[config.mk]
export PLATFORM = sky130hd
export DESIGN_NAME = cell_scan_seq
export DESIGN_NICKNAME = d
export VERILOG_FILES = /design/src/rtl/MD_pkg.sv /design/src/rtl/cell_idx_counter_3d.sv /design/src/rtl/cell_scan_seq.sv
export SDC_FILE = /design/constraint.sdc
export NUM_CORES = 1
export LEC_CHECK = 0
export ABC_CLOCK_PERIOD_IN_PS = 2000
export BUFFER_PORTS_ARGS = -buffer_cell sky130_fd_sc_hd__clkbuf_2
export CAP_MARGIN = 20
export CORE_ASPECT_RATIO = 0.75
export CORE_MARGIN = 2
export CORE_UTILIZATION = 49
export DETAILED_ROUTE_END_ITERATION = 10
export PLACE_DENSITY = 0.78
export REMOVE_ABC_BUFFERS = 1
export SKIP_LAST_GASP = 1
export SYNTH_ARGS = -nofsm -noshare
export SYNTH_HDL_FRONTEND = slang
export SYNTH_SLANG_ARGS = --single-unit
[constraint.sdc]
create_clock -name clk -period 2 [get_ports clk]
set_clock_uncertainty 0.1 [all_clocks]
set_input_delay 0.3 -clock clk [delete_from_list [all_inputs] [get_ports clk]]
set_output_delay 0.3 -clock clk [all_outputs]
set_load 0.005 [all_outputs]
[src/rtl/MD_pkg.sv]
// Shared cell-grid constants and the state encoding of the cell scan sequencer.
package MD_pkg;

    localparam int CELL_ID_WIDTH = 4;
    localparam int X_DIM         = 2;
    localparam int Y_DIM         = 2;
    localparam int Z_DIM         = 2;

    typedef enum logic [2:0] {
        IDLE = 3'd0,
        REQ  = 3'd1,
        WAIT = 3'd2,
        EMIT = 3'd3,
        DONE = 3'd4
    } cell_scan_state_t;

    function automatic logic [3*CELL_ID_WIDTH-1:0] pack_cid(
        input logic [CELL_ID_WIDTH-1:0] x,
        input logic [CELL_ID_WIDTH-1:0] y,
        input logic [CELL_ID_WIDTH-1:0] z
    );
        return {z, y, x};
    endfunction

endpackage

[src/rtl/cell_idx_counter_3d.sv]
// x-fastest wrapping x/y/z cell index counter; reports the packed {z,y,x} cell
// ID and whether the current cell is the last one of the node.
module cell_idx_counter_3d
    import MD_pkg::*;
#(
    parameter int X_DIM = MD_pkg::X_DIM,
    parameter int Y_DIM = MD_pkg::Y_DIM,
    parameter int Z_DIM = MD_pkg::Z_DIM
) (
    input  logic                         clk,
    input  logic                         rst_n,
    input  logic                         i_clr,
    input  logic                         i_inc,
    output logic [3*CELL_ID_WIDTH-1:0]   o_cid,
    output logic                         o_is_final
);

    localparam logic [CELL_ID_WIDTH-1:0] IDX_ZERO = {CELL_ID_WIDTH{1'b0}};
    localparam logic [CELL_ID_WIDTH-1:0] IDX_ONE  = {{(CELL_ID_WIDTH-1){1'b0}}, 1'b1};
    localparam logic [CELL_ID_WIDTH-1:0] X_LAST   = CELL_ID_WIDTH'(X_DIM - 1);
    localparam logic [CELL_ID_WIDTH-1:0] Y_LAST   = CELL_ID_WIDTH'(Y_DIM - 1);
    localparam logic [CELL_ID_WIDTH-1:0] Z_LAST   = CELL_ID_WIDTH'(Z_DIM - 1);

    logic [CELL_ID_WIDTH-1:0] x_r;
    logic [CELL_ID_WIDTH-1:0] y_r;
    logic [CELL_ID_WIDTH-1:0] z_r;
    logic                     x_wrap_s;
    logic                     y_wrap_s;
    logic                     z_wrap_s;

    assign x_wrap_s   = (x_r == X_LAST);
    assign y_wrap_s   = (y_r == Y_LAST);
    assign z_wrap_s   = (z_r == Z_LAST);
    assign o_cid      = pack_cid(x_r, y_r, z_r);
    assign o_is_final = x_wrap_s & y_wrap_s & z_wrap_s;

    // Clear has priority; an increment carries x into y and y into z.
    always_ff @(posedge clk or negedge rst_n) begin
        if (!rst_n) begin
            x_r <= IDX_ZERO;
            y_r <= IDX_ZERO;
            z_r <= IDX_ZERO;
        end else if (i_clr) begin
            x_r <= IDX_ZERO;
            y_r <= IDX_ZERO;
            z_r <= IDX_ZERO;
        end else if (i_inc) begin
            if (x_wrap_s) begin
                x_r <= IDX_ZERO;
                if (y_wrap_s) begin
                    y_r <= IDX_ZERO;
                    z_r <= z_wrap_s ? IDX_ZERO : (z_r + IDX_ONE);
                end else begin
                    y_r <= y_r + IDX_ONE;
                end
            end else begin
                x_r <= x_r + IDX_ONE;
            end
        end
    end

endmodule

[src/rtl/cell_scan_seq.sv]
// Walks every local cell, fetches its particle count and streams one record per
// particle. Optional macro CELL_SCAN_EMIT_EMPTY_EN emits one marker record per empty cell.
module cell_scan_seq
    import MD_pkg::*;
#(
    parameter int X_DIM             = MD_pkg::X_DIM,
    parameter int Y_DIM             = MD_pkg::Y_DIM,
    parameter int Z_DIM             = MD_pkg::Z_DIM,
    parameter int PARTICLE_ID_WIDTH = 7
) (
    input  logic                           clk,
    input  logic                           rst_n,
    input  logic                           i_start,
    output logic                           o_busy,
    output logic                           o_done,
    output logic                           o_cnt_rd_en,
    output logic [3*CELL_ID_WIDTH-1:0]     o_cnt_cid,
    input  logic [PARTICLE_ID_WIDTH:0]     i_cnt,
    output logic                           o_valid,
    input  logic                           i_ready,
    output logic [3*CELL_ID_WIDTH-1:0]     o_cid,
    output logic [PARTICLE_ID_WIDTH-1:0]   o_particle_id,
    output logic                           o_last_in_cell,
`ifdef CELL_SCAN_EMIT_EMPTY_EN
    output logic                           o_last,
    output logic                           o_empty
`else
    output logic                           o_last
`endif
);

    localparam logic [PARTICLE_ID_WIDTH:0]   CNT_ZERO = {(PARTICLE_ID_WIDTH+1){1'b0}};
    localparam logic [PARTICLE_ID_WIDTH:0]   CNT_ONE  = {{PARTICLE_ID_WIDTH{1'b0}}, 1'b1};
    localparam logic [PARTICLE_ID_WIDTH:0]   CNT_MAX  = {1'b1, {PARTICLE_ID_WIDTH{1'b0}}};
    localparam logic [PARTICLE_ID_WIDTH-1:0] PID_ZERO = {PARTICLE_ID_WIDTH{1'b0}};
    localparam logic [PARTICLE_ID_WIDTH-1:0] PID_ONE  = {{(PARTICLE_ID_WIDTH-1){1'b0}}, 1'b1};
    localparam logic [3*CELL_ID_WIDTH-1:0]   CID_ZERO = {(3*CELL_ID_WIDTH){1'b0}};

    cell_scan_state_t               state_r;
    logic [PARTICLE_ID_WIDTH:0]     cnt_r;
    logic [PARTICLE_ID_WIDTH:0]     cnt_clamped_s;
    logic [PARTICLE_ID_WIDTH-1:0]   pid_inc_s;
    logic                           last_next_s;
    logic                           is_final_s;
    logic                           clr_s;
    logic                           inc_s;

    // The count memory address is the index counter itself, so it is already registered.
    cell_idx_counter_3d #(
        .X_DIM (X_DIM),
        .Y_DIM (Y_DIM),
        .Z_DIM (Z_DIM)
    ) u_idx (
        .clk        (clk),
        .rst_n      (rst_n),
        .i_clr      (clr_s),
        .i_inc      (inc_s),
        .o_cid      (o_cnt_cid),
        .o_is_final (is_final_s)
    );

    // Counts beyond 2^PARTICLE_ID_WIDTH saturate so the particle index never wraps.
    always_comb begin
        if (i_cnt > CNT_MAX) begin
            cnt_clamped_s = CNT_MAX;
        end else begin
            cnt_clamped_s = i_cnt;
        end
    end

    assign pid_inc_s   = o_particle_id + PID_ONE;
    assign last_next_s = ({1'b0, pid_inc_s} == (cnt_r - CNT_ONE));

    // Index counter control: clear on accepted start, step when leaving a non-final cell.
    always_comb begin
        clr_s = 1'b0;
        inc_s = 1'b0;
        case (state_r)
            IDLE: begin
                clr_s = i_start;
            end
            WAIT: begin
`ifdef CELL_SCAN_EMIT_EMPTY_EN
                inc_s = 1'b0;
`else
                if ((cnt_clamped_s == CNT_ZERO) && !is_final_s) begin
                    inc_s = 1'b1;
                end else begin
                    inc_s = 1'b0;
                end
`endif
            end
            EMIT: begin
                if (i_ready && o_last_in_cell && !is_final_s) begin
                    inc_s = 1'b1;
                end else begin
                    inc_s = 1'b0;
                end
            end
            default: begin
                clr_s = 1'b0;
                inc_s = 1'b0;
            end
        endcase
    end

    // Scan FSM with all handshake, payload and status outputs registered.
    always_ff @(posedge clk or negedge rst_n) begin
        if (!rst_n) begin
            state_r        <= IDLE;
            cnt_r          <= CNT_ZERO;
            o_busy         <= 1'b0;
            o_done         <= 1'b0;
            o_cnt_rd_en    <= 1'b0;
            o_valid        <= 1'b0;
            o_cid          <= CID_ZERO;
            o_particle_id  <= PID_ZERO;
            o_last_in_cell <= 1'b0;
            o_last         <= 1'b0;
`ifdef CELL_SCAN_EMIT_EMPTY_EN
            o_empty        <= 1'b0;
`endif
        end else begin
            case (state_r)
                IDLE: begin
                    o_done <= 1'b0;
                    if (i_start) begin
                        state_r     <= REQ;
                        o_busy      <= 1'b1;
                        o_cnt_rd_en <= 1'b1;
                    end
                end
                REQ: begin
                    o_cnt_rd_en <= 1'b0;
                    state_r     <= WAIT;
                end
                WAIT: begin
                    cnt_r <= cnt_clamped_s;
                    if (cnt_clamped_s != CNT_ZERO) begin
                        state_r        <= EMIT;
                        o_valid        <= 1'b1;
                        o_cid          <= o_cnt_cid;
                        o_particle_id  <= PID_ZERO;
                        o_last_in_cell <= (cnt_clamped_s == CNT_ONE);
                        o_last         <= (cnt_clamped_s == CNT_ONE) & is_final_s;
`ifdef CELL_SCAN_EMIT_EMPTY_EN
                        o_empty        <= 1'b0;
`endif
                    end else begin
`ifdef CELL_SCAN_EMIT_EMPTY_EN
                        // Empty cell still produces a single marker record.
                        state_r        <= EMIT;
                        o_valid        <= 1'b1;
                        o_cid          <= o_cnt_cid;
                        o_particle_id  <= PID_ZERO;
                        o_last_in_cell <= 1'b1;
                        o_last         <= is_final_s;
                        o_empty        <= 1'b1;
`else
                        if (is_final_s) begin
                            state_r <= DONE;
                            o_done  <= 1'b1;
                            o_busy  <= 1'b0;
                        end else begin
                            state_r     <= REQ;
                            o_cnt_rd_en <= 1'b1;
                        end
`endif
                    end
                end
                EMIT: begin
                    if (i_ready) begin
                        if (o_last_in_cell) begin
                            o_valid        <= 1'b0;
                            o_last_in_cell <= 1'b0;
                            o_last         <= 1'b0;
                            if (is_final_s) begin
                                state_r <= DONE;
                                o_done  <= 1'b1;
                                o_busy  <= 1'b0;
                            end else begin
                                state_r     <= REQ;
                                o_cnt_rd_en <= 1'b1;
                            end
                        end else begin
                            o_particle_id  <= pid_inc_s;
                            o_last_in_cell <= last_next_s;
                            o_last         <= last_next_s & is_final_s;
                        end
                    end
                end
                DONE: begin
                    o_done  <= 1'b0;
                    state_r <= IDLE;
                end
                default: begin
                    state_r     <= IDLE;
                    o_busy      <= 1'b0;
                    o_done      <= 1'b0;
                    o_cnt_rd_en <= 1'b0;
                    o_valid     <= 1'b0;
                end
            endcase
        end
    end

endmodule
# Yosys cells after proc, flatten, opt, wreduce, memory -nomap -nowiden
# Cells that the tools add are included.
# op_classes
addsub	5
magnitude_cmp	1
n_eq_ne	15
n_mux	55
n_bitwise	8
reduce_logical	23
# ops
operator	count
4-bit two-way mux	12
1-bit two-way mux	25
7-bit two-way mux	3
3-bit two-way mux	5
7-bit case mux with 2 select lines	1
4-bit by 1-bit adder with 4-bit output (second input constant)	3
4-bit by 1-bit equality test with 1-bit output (second input constant)	3
2-bit != test (second input constant)	6
3-bit case mux with 4 select lines	1
4-bit AND reduction	3
5-bit AND reduction	2
3-bit AND reduction	3
7-bit by 8-bit equality test with 1-bit output	1
8-bit by 1-bit equality test with 1-bit output (second input constant)	1
8-bit > comparator (second input constant)	1
8-bit zero test	1
8-bit two-way mux	1
1-bit case mux with 4 select lines	2
2-bit nonzero test	4
8-bit nonzero test	1
8-bit by 1-bit subtractor with 8-bit output (second input constant)	1
7-bit by 1-bit adder with 7-bit output (second input constant)	1
3-bit by 2-bit equality test with 1-bit output (second input constant)	2
1-bit case mux with 2 select lines	3
11 further kinds	21
# totals
register_bits	48
inputBits	12
out_inout_bits	37

# Depth between registers and ports, before layout
# depth
depth_word	9
mapped_depth	8
mapped_depth_nobuf	8

# By module
# From an unflattened synthesis, not the netlist that was laid out.
# unflattened
hier_cells	248
hier_area_um2	2551.2
# modules_own_cells
mod	n_inst	cells_per_inst	area_each_um2	seq_area_each_um2
cell_scan_seq	1	178	1836.8	900.9
cell_idx_counter_3d	1	70	714.4	300.3

# Least setup slack after synthesis
# No wires, ideal clock.
# synth_path
kind	register to register
start	register state_r[2]
end	register o_cid[10]
setup_time_ns	0.125
arrival_ns	1.746
path_slack_ns	0.029
stages_incl_launch_ff	7
path_buffers	2
synth_period_minus_slack_ns	1.971
path_cell_list	dfrtp_1 -> nand2b_4 -> or2_2 -> buf_6 -> a31oi_4 -> buf_2 -> mux2_2
# synth_between
elab_chain_cells	2
# synth_lines
element	line_no	source
from (decl)	cell_scan_seq.sv:39	cell_scan_state_t state_r;
from (signal assigned)	cell_scan_seq.sv:110	state_r <= IDLE;
from (signal assigned)	cell_scan_seq.sv:128	state_r <= REQ;
from (signal assigned)	cell_scan_seq.sv:135	state_r <= WAIT;
3-bit by 2-bit equality test with 1-bit output	cell_scan_seq.sv:124	case (state_r)
2-bit AND reduction (no source line)	--	
to (signal assigned)	cell_scan_seq.sv:142	o_cid <= o_cnt_cid;
to (decl)	cell_scan_seq.sv:21	output logic [3*CELL_ID_WIDTH-1:0] o_cid,
# No other way between the ends.
# A chain may end at the register's enable or synchronous reset.

# Worst setup path after layout
# layout_path
start	register cnt_r[2]
end	register o_last_in_cell
# layout_between
elab_chain_cells	5
# layout_lines
element	line_no	source
from (decl)	cell_scan_seq.sv:40	logic [PARTICLE_ID_WIDTH:0] cnt_r;
from (signal assigned)	cell_scan_seq.sv:138	cnt_r <= cnt_clamped_s;
8-bit by 1-bit subtractor with 8-bit output	cell_scan_seq.sv:72	assign last_next_s = ({1'b0, pid_inc_s} == (cnt_r - CNT_ONE));
7-bit by 8-bit equality test with 1-bit output	cell_scan_seq.sv:72	
1-bit two-way mux	cell_scan_seq.sv:173	if (o_last_in_cell) begin
1-bit two-way mux	cell_scan_seq.sv:172	if (i_ready) begin
1-bit case mux with 2 select lines	cell_scan_seq.sv:124	
to (signal assigned)	cell_scan_seq.sv:144	o_last_in_cell <= (cnt_clamped_s == CNT_ONE);
to (signal assigned)	cell_scan_seq.sv:187	o_last_in_cell <= last_next_s;
to (decl)	cell_scan_seq.sv:23	output logic o_last_in_cell,
# No other way between the ends. The select of a mux whose other input is x is not followed.

==> results summary <==
STA classifies the critical path endpoint as a register. In this run the worst hold path is classified as in -> reg. Yosys mapped a number of flops with a built-in enable equal to 0. The cell area after placement is 3040 sq um. Counting every sink on the clock net gives 48. The antenna diode instance count is 0. The endpoint identified for the worst register-to-register timing path is o_last_in_cell. The count of placed standard cells in the final layout, fillers left out is 391. The global-route wire length before repair is 9670 um. The violation count after the first detailed-routing iteration is 138. The final setup violation count came out at 0. The summed instance area of the synthesized netlist is 2510 sq um. Before antenna repair, the detailed router went through 4 iterations.

The number of cells on the worst reg-to-reg path is 6. In this run the critical register-to-register path is launched from cnt_r[2]. The worst setup margin came out at 0.0223 ns. TritonCTS built the clock tree. Sorting the synthesized cells by area gives the leading types as sky130_fd_sc_hd__dfrtp_1, sky130_fd_sc_hd__mux2_2, sky130_fd_sc_hd__xor2_1. The CTS root buffer is sky130_fd_sc_hd__clkbuf_8. The full die area is 5720 sq um. The number of register bits inferred by synthesis came out at 48.

The total wirelength of the detailed-routed design came out at 5730 um. The gate count of the mapped netlist came out at 246. The worst setup path startpoint is cnt_r[2]. The overall die width is 86.7 um. The number of global-route vias before repair came out at 2022. Clock-pin slew was measured on the worst setup and hold paths at 0.09 ns. The number of distinct standard cells referenced by the synthesized netlist is 50.

The number of buffer cells added on primary ports came out at 48. Fill cells in the final layout number 386. The power after layout came out at 2.64 mW. OpenSTA, run right after detailed placement, puts the worst setup slack at -0.108 ns. The final critical delay including setup and external delays came out at 1.98 ns. The count of pins over their slew limit is 0. Each instance of the synthesized netlist takes up on average 10.2 sq um. For the pin with the worst max-slew slack, the measured transition is 0.580 ns.

The initial antenna violation count is 0. The final routed wire length divided by cell count is 14.6 um. The run finished with clean final reports.

The largest total area in the synthesized netlist belongs to sky130_fd_sc_hd__dfrtp_1. The area share of the leading cell type in the synthesized netlist is 47.8%. The share of the cycle needed by the critical path after routing came out at 98.9%. The combined flip-flop and latch cell area came out at 1200 sq um.

Clock latency on the worst-skew pair, taken at its later pin, is 0.30 ns. The data required time of the critical path is 2.11 ns. The count of nets after finishing is 344. By startpoint and endpoint, the worst setup path is classified as reg -> reg.

The area growth from synthesis to layout came out at 28.1%. The worst slew margin relative to its limit is 61.3%. The number of placed I/O pins is 49.

The total routing usage reported by global routing came out at 21.9%. The total global routing overflow is 0. The post-detailed-placement half-perimeter wirelength came out at 4280 um. The remaining routing DRC violations is 0. The highest clock rate is 506 MHz. For this design the static power due to leakage is 1.60 nW.

Dividing the detail-routed via count by the number of cells gives 5.38. The deepest clock path buffer count came out at 2. The standard cell core area came out at 4930 sq um.

Entering global routing, the biggest net connects 22 pins. The Yosys step of the flow raised 0 warnings. The die height is 66.0 um.

The arrival time at the worst endpoint is 2.09 ns. The worst setup path is launched from a register. The max-capacitance violation count is 0. The number of hold-slack violations in the final timing report was 0. The share of async-settable or async-resettable flops after synthesis came out at 100%.

The capture point of the worst path is o_last_in_cell. The floorplan has 22 rows. The multi-input logic area is 1290 sq um. The number of nets with antenna violations after routing is 0. With fillers left out, the area of the finished cells amounts to 3220 sq um. The maximum fanout along the worst path is 2. The sequential element share of the synthesized area is 47.8%. The setup check on the worst reg-to-reg path leaves a slack of 0.02 ns. The clock tree synthesis step divided the H-tree into 2 levels. Routability-driven placement finished with a final weighted congestion of 0.846.

The via count came out at 2103. The cell total after placement is 380. The number of buffers created by CTS came out at 5. The largest voltage drop on the vdd net came out at 358 uV. Setup repair after global routing could not meet its margin everywhere. The cell area power density came out at 820 nW/um^2. The most used flip-flop cell after synthesis is sky130_fd_sc_hd__dfrtp_1. In the final layout, the share of cells above drive strength 1 is 37.5%.

The effective utilization at floorplan came out at 51.0%. The post-route worst hold slack is 0.156 ns.
cell usage in the layout, fill, tap and decap left out, types with 3 or more instances in the layout:
| master | n |
|---|---|
| sky130_fd_sc_hd__dfrtp_1 | 48 |
| sky130_fd_sc_hd__clkbuf_2 | 48 |
| sky130_fd_sc_hd__buf_4 | 33 |
| sky130_fd_sc_hd__nor2_1 | 28 |
| sky130_fd_sc_hd__nand2_1 | 24 |
| sky130_fd_sc_hd__mux2_2 | 14 |
| sky130_fd_sc_hd__xor2_1 | 13 |
| sky130_fd_sc_hd__o21ai_0 | 13 |
| sky130_fd_sc_hd__nand3_1 | 9 |
| sky130_fd_sc_hd__xnor2_1 | 9 |
| sky130_fd_sc_hd__nand2b_1 | 8 |
| sky130_fd_sc_hd__a21oi_1 | 8 |
| sky130_fd_sc_hd__nor3_1 | 7 |
| sky130_fd_sc_hd__inv_1 | 5 |
| sky130_fd_sc_hd__nand4_1 | 5 |
| sky130_fd_sc_hd__clkbuf_8 | 5 |
| sky130_fd_sc_hd__or3_1 | 3 |
cell families (layout without fill, tap and decap cells):
group | count (synthesis) | after routing | share of synthesized area, %
compound gates | 38 | 38 | 10.5
xor+xnor | 24 | 24 | 8.91
fa+ha+maj | 2 | 2 | 0.996
buf+inv | 12 | 97 | 2.64
flops | 48 | 48 | 47.8
mux | 15 | 15 | 6.67
simple gates | 107 | 107 | 22.5
layer usage:
| metal | vias up | wire length, um | track usage [%] |
|---|---|---|---|
| li1 | 1031 | - | - |
| met5 | - | 0 | 0 |
| met3 | 5 | 259 | 4.24 |
| met4 | 0 | 63 | 6.45 |
| met2 | 53 | 2630 | 33.3 |
| met1 | 1014 | 2770 | 31.8 |
power by group:
part	total [mW]	internal, mW	switching (mW)	leakage, nW
clock	0.705	0.372	0.333	0.0552
combinational	0.724	0.372	0.352	0.926
sequential	1.21	1.09	0.119	0.620
how the worst min path moves through the flow:
stage,startpoint,to,depth (start not counted)
final,i_cnt[2],cnt_r[2],3
after global routing,i_cnt[2],cnt_r[2],3
after CTS,i_cnt[2],cnt_r[2],3
after detailed placement,rst_n,cnt_r[6],1
after global placement,rst_n,cnt_r[4],1
after floorplan,rst_n,cnt_r[0],0
worst max-delay path: stages, from the launching register on:
cell	delay (ns)
sky130_fd_sc_hd__dfrtp_1	0.38
sky130_fd_sc_hd__or4_1	0.56
sky130_fd_sc_hd__nor4_2	0.20
sky130_fd_sc_hd__xor2_1	0.14
sky130_fd_sc_hd__nor3_2	0.21
sky130_fd_sc_hd__nand2_1	0.09
sky130_fd_sc_hd__o31ai_1	0.21
timing repair:
action                                 4_1_cts  5_1_grt
setup buffers                                0        2
setup endpoints to repair                    3       13
hold buffers                                 1        0
endpoints found under the hold margin       19        0
gates cloned                                 0        0
gates resized for setup                      2        8
sequential cells by signal (all words and copies together), names as in the netlist, 3 cells and up:
| name | flops |
|---|---|
| u_idx.z_r | 4 |
| u_idx.x_r | 4 |
| state_r | 3 |
| u_idx.y_r | 4 |
| o_cid | 12 |
| cnt_r | 8 |
| o_particle_id | 7 |
cell usage after synthesis, drive strengths merged (9+ instances only):
| cell | instances |
|---|---|
| nand2b | 9 |
| nor2 | 28 |
| nand3 | 9 |
| mux2 | 14 |
| xor2 | 13 |
| dfrtp | 48 |
| o21ai | 14 |
| nand2 | 25 |
| xnor2 | 10 |
| nor3 | 9 |
| a21oi | 9 |
final cells by class:
type / instances / share of cell area, %
Clock buffer: 6 / 2.26
Clock inverter: 2 / 1.09
Inverter: 5 / 0.583
Multi-Input combinational cell: 186 / 40.0
Sequential cell: 48 / 37.3
Tap cell: 60 / 2.33
Timing Repair Buffer: 84 / 16.4
through the flow:
stage | TNS (ns) | util (%)
floorplan | -0.220 | -
global placement | -0.0477 | 61.7
detailed placement | -0.225 | 61.7
CTS | -0.00482 | 64.2
global route | -0.176 | 65.3
finish | 0 | 65.3
No activity file was read; power rests on OpenSTA's default activity.
